<file path="src/rtl/shift_deserializer.sv">
// Serial-to-parallel receiver: assembles BUS_WIDTH qualified bits, LSB- or MSB-first,
// into one word presented on a valid/ready output register with overrun reporting.
module shift_deserializer #(
  parameter int BUS_WIDTH = 32
) (
  input  logic                 clk,
  input  logic                 rst,
  input  logic                 i_clear,
  input  logic                 i_sht_lr,
  input  logic                 i_valid,
  input  logic                 i_shift,
  input  logic                 i_ready,
  output logic [BUS_WIDTH-1:0] o_data,
  output logic                 o_valid,
  output logic                 o_busy,
  output logic                 o_overrun
);

  localparam int            CW   = $clog2(BUS_WIDTH);
  localparam logic [CW-1:0] LAST = CW'(BUS_WIDTH - 1);

  logic [BUS_WIDTH-1:0] sreg;
  logic [BUS_WIDTH-1:0] sreg_next;
  logic [CW-1:0]        count;
  logic                 lsb_first_q;
  logic                 lsb_first;
  logic                 last_bit;
  logic                 can_load;

  // The first bit of a word uses the live direction input; later bits use the latched copy.
  always_comb begin
    lsb_first = (count == '0) ? i_sht_lr : lsb_first_q;
    last_bit  = (count == LAST);
    can_load  = !o_valid || i_ready;
    if (lsb_first) sreg_next = {i_shift, sreg[BUS_WIDTH-1:1]};
    else           sreg_next = {sreg[BUS_WIDTH-2:0], i_shift};
  end

  always_ff @(posedge clk or posedge rst) begin
    if (rst) begin
      sreg        <= '0;
      count       <= '0;
      lsb_first_q <= 1'b0;
      o_data      <= '0;
      o_valid     <= 1'b0;
      o_busy      <= 1'b0;
      o_overrun   <= 1'b0;
    end else begin
      o_overrun <= 1'b0;
      if (o_valid && i_ready) o_valid <= 1'b0;

      if (i_clear) begin
        count  <= '0;
        o_busy <= 1'b0;
      end else if (i_valid) begin
        sreg <= sreg_next;
        if (count == '0) lsb_first_q <= i_sht_lr;
        // A completion overrides the transfer clear above, keeping o_valid high with new data.
        if (last_bit) begin
          count  <= '0;
          o_busy <= 1'b0;
          if (can_load) begin
            o_data  <= sreg_next;
            o_valid <= 1'b1;
          end else begin
            o_overrun <= 1'b1;
          end
        end else begin
          count  <= count + CW'(1);
          o_busy <= 1'b1;
        end
      end
    end
  end

endmodule

</file>
<file path="config.mk">
export PLATFORM = sky130hd
export DESIGN_NAME = shift_deserializer
export DESIGN_NICKNAME = d
export VERILOG_FILES = /design/src/rtl/shift_deserializer.sv
export SDC_FILE = /design/constraint.sdc
export NUM_CORES = 1
export LEC_CHECK = 0
export BUFFER_PORTS_ARGS = -buffer_cell sky130_fd_sc_hd__buf_2
export CAP_MARGIN = 20
export CORE_AREA = 10 10 99 101
export DETAILED_ROUTE_END_ITERATION = 7
export DIE_AREA = 0 0 109 111
export GPL_ROUTABILITY_DRIVEN = 0
export PLACE_DENSITY = 0.65
export SETUP_SLACK_MARGIN = 0.4
export SYNTH_ARGS = -nofsm -noshare
export SYNTH_HDL_FRONTEND = slang
export SYNTH_SLANG_ARGS = --single-unit
</file>
<file path="constraint.sdc">
create_clock -name clk -period 3.3 [get_ports clk]
set_input_delay 0.165 -clock clk [delete_from_list [all_inputs] [get_ports clk]]
set_output_delay 0.165 -clock clk [all_outputs]
set_load 0.05 [all_outputs]
</file>
==> results.cfg <==
[status]
run_status = completed

[finish]
drive_gt1_share_pct = 20.30
fin_cells = 440
antenna_cells = 0
final_nets = 341
final_area_um2 = 3645
areaGrowthSynthToFinish_pct = 18.66
utilization_pct = 45.74
fillers = 767

[worst_setup_path]
crit_end = o_data[27]
startpoint_type = flip-flop
reg2reg_from = count[0]
crit_type = flip-flop to flip-flop
critPathLaunch = count[0]
critPathRequiredTime_ns = 3.51
regToRegSetupSlack_ns = 1.08
crit_fanout = 33
reg2regPathDepth = 7
cp-end-kind = flip-flop
r2r_end = o_data[27]
worstPathArrival_ns = 2.42

[clock_tree]
clock_latency_ns = 0.34
clockBufferDepth = 2
cts_tree = built
htree_levels = 3
clkSlewWorstSetupHoldPaths_ns = 0.08
cts_buffers = 9
cts_setup_buffers = 0
ctsHoldBuffers = 1
clock_sinks = 73
cts_root_buf = clkbuf_8
postCtsResizedCells = 0

[yosys]
synth-simple-area-share_pct = 12.02
synth_area_leader_cell = dfrtp_1
synth-seq-cells = 73
synth_top_family_by_area = simple AND/OR/NAND/NOR gates
syn-cell-area_um2 = 3072
ys_warn_count = 0
ys_types = 22
netlist_instances = 289
yosys-top-cells-area = dfrtp_1 (59%), mux2i_1 (11%), a21oi_1 (5.7%)
synth_fa_ha_area_share_pct = 1.629
synth_compound_area_share_pct = 11.65
synth-xor-area-share_pct = 0
synth_top_area_share_pct = 59.47
syn_area_per_cell_um2 = 10.63
ys_seq_area_share_pct = 59.47
syn_nets = 300
muxShareOfSynthArea_pct = 11.85

[sta]
rsz0062_at_grt = false
min_period_over_period_pct = 67.17
slew_violations = 0
skew_ns = 0.01204
tightest_slew_ns = 0.6007
setup_viol_count_final = 0
hold_violations = 0
final.setup.tns_ns = 0
min_period_ns = 2.217
fmax_mhz = 451.1
max_slew_margin_pct = 59.90
fin_ws_ns = 1.083

[min_path]
min_from = i_clear
hold_class = input port to flip-flop

[floorplan]
io-pin-count = 42
die_x_um = 109
row_count = 33
initial_core_util_pct = 38.55
die_y_um = 111
dieArea_um2 = 12100
coreArea_um2 = 7969

[drt]
drtIter0Drc = 137
routed.top_layer = met4
dr_wl_met3_um = 329
wire_per_inst_um = 13.40
first_pass_iters = 4
wl_met1_um = 2652
viasPerCell = 4.766
ant_nets = 0
drc = 0
routed_wl_um = 5896
via_count = 2097
wl_met2_um = 2816

[placement]
placed_area_um2 = 3357
placedCellCount = 422
io_buffers = 41
hpwl_um = 4006
pre_cts_ws_ns = 1.072

[power]
clock_power_share_pct = 44.1
power_switching_w = 0.0004594
leakage_nw = 1.888
swShare_pct = 22.50
ir_drop_uv = 241.2
power_frac_comb_pct = 8.6
p_int_w = 0.001582
power_density_nw_per_um2 = 560.0
seq_power_share_pct = 47.3

[global_routing]
grt_pass1_vias = 2006
grt_pass1_wl_um = 10110
track_usage_pct = 10.33
overflow = 0
antenna_found_initial = 0
grt_max_degree = 67

[run]
cap_violations = 0
-- worst min-delay path by stage --
stage | depth (start not counted) | end
floorplan | 1 | count[1]
detailed placement | 2 | o_data[19]
global route | 2 | o_busy
finish | 2 | o_busy
global placement | 2 | o_data[17]
CTS | 2 | o_busy
-- through the flow --
stage	total power [W]	hold slack, ns
finish	0.002041	0.07578
global route	0.002135	0.06960
floorplan	0.001124	0.2281
CTS	0.002063	0.06583
global placement	0.001152	0.2793
detailed placement	0.001157	0.2732
-- synthesized netlist by cell type --
master	instances
a21oi_1	35
a22oi_1	1
and3_1	3
buf_1	2
buf_2	2
buf_6	3
clkbuf_1	11
dfrtp_1	73
ha_1	4
inv_1	3
mux2_2	1
mux2i_1	33
mux2i_4	1
nand2_1	35
nand2b_1	5
nand3b_1	1
nor2_1	38
nor2b_1	1
nor3b_1	1
nor4b_4	1
o21ai_0	6
o21ai_1	29
-- metal layers --
metal,vias up,track usage [%]
li1,1065,-
met5,-,0
met3,8,3.953
met2,32,15.49
met4,0,4.749
met1,992,12.72
-- cell type report --
class                      count  area (µm²)  area share (%)
sequential                    73        1827           50.12
multi-input combinational    195        1145           31.41
timing repair buffer          48       272.8           7.484
tap                          105       131.4           3.605
clock inverter                 6       130.1           3.570
clock buffer                  10       127.6           3.502
inverter                       3       11.26          0.3090
-- cell families after synthesis --
| group | Yosys count |
|---|---|
| adders and majority gates | 4 |
| and+or+nand+nor | 85 |
| DFF | 73 |
| AOI/OAI and AO/OA | 71 |
| buffers and inverters | 21 |
| muxes | 35 |
-- placed cells by master (no fill, tap or decap), types with 2 or more instances in the layout --
master	netlist	routed
dfrtp_1	73	73
ha_1	4	4
clkinv_2	0	2
o21ai_0	6	6
a21oi_1	35	35
clkbuf_8	0	9
mux2i_1	33	33
o21ai_1	29	29
buf_2	2	41
nor2_1	38	38
bufinv_16	0	4
and3_1	3	2
inv_1	3	2
nand2b_1	5	4
nand2_1	35	35
buf_4	0	5
-- power groups by stage --
| stage | Clock (W) | Sequential, W | Combinational (W) |
|---|---|---|---|
| 2_1_floorplan | 0 | 0.000977 | 0.000147 |
| 3_3_place_gp | 0 | 0.000983 | 0.000170 |
| 3_5_place_dp | 0 | 0.000983 | 0.000175 |
| 4_1_cts | 0.000920 | 0.000966 | 0.000177 |
| 5_1_grt | 0.000965 | 0.000972 | 0.000197 |
| 6_report | 0.000899 | 0.000966 | 0.000176 |
-- critical path: stages (launching register included) --
cell,delay [ns]
dfrtp_1,0.40
inv_1,0.09
ha_1,0.15
nor4b_4,0.26
mux2i_4,0.26
buf_4,0.46
mux2i_1,0.34
a21oi_1,0.10
-- registers in the layout, summed over array words and instances, names as in the netlist --
name and flops:
count 5, sreg 32, o_valid 1, o_busy 1, o_data 32, lsb_first_q 1, o_overrun 1
No activity file was read; power rests on OpenSTA's default activity.
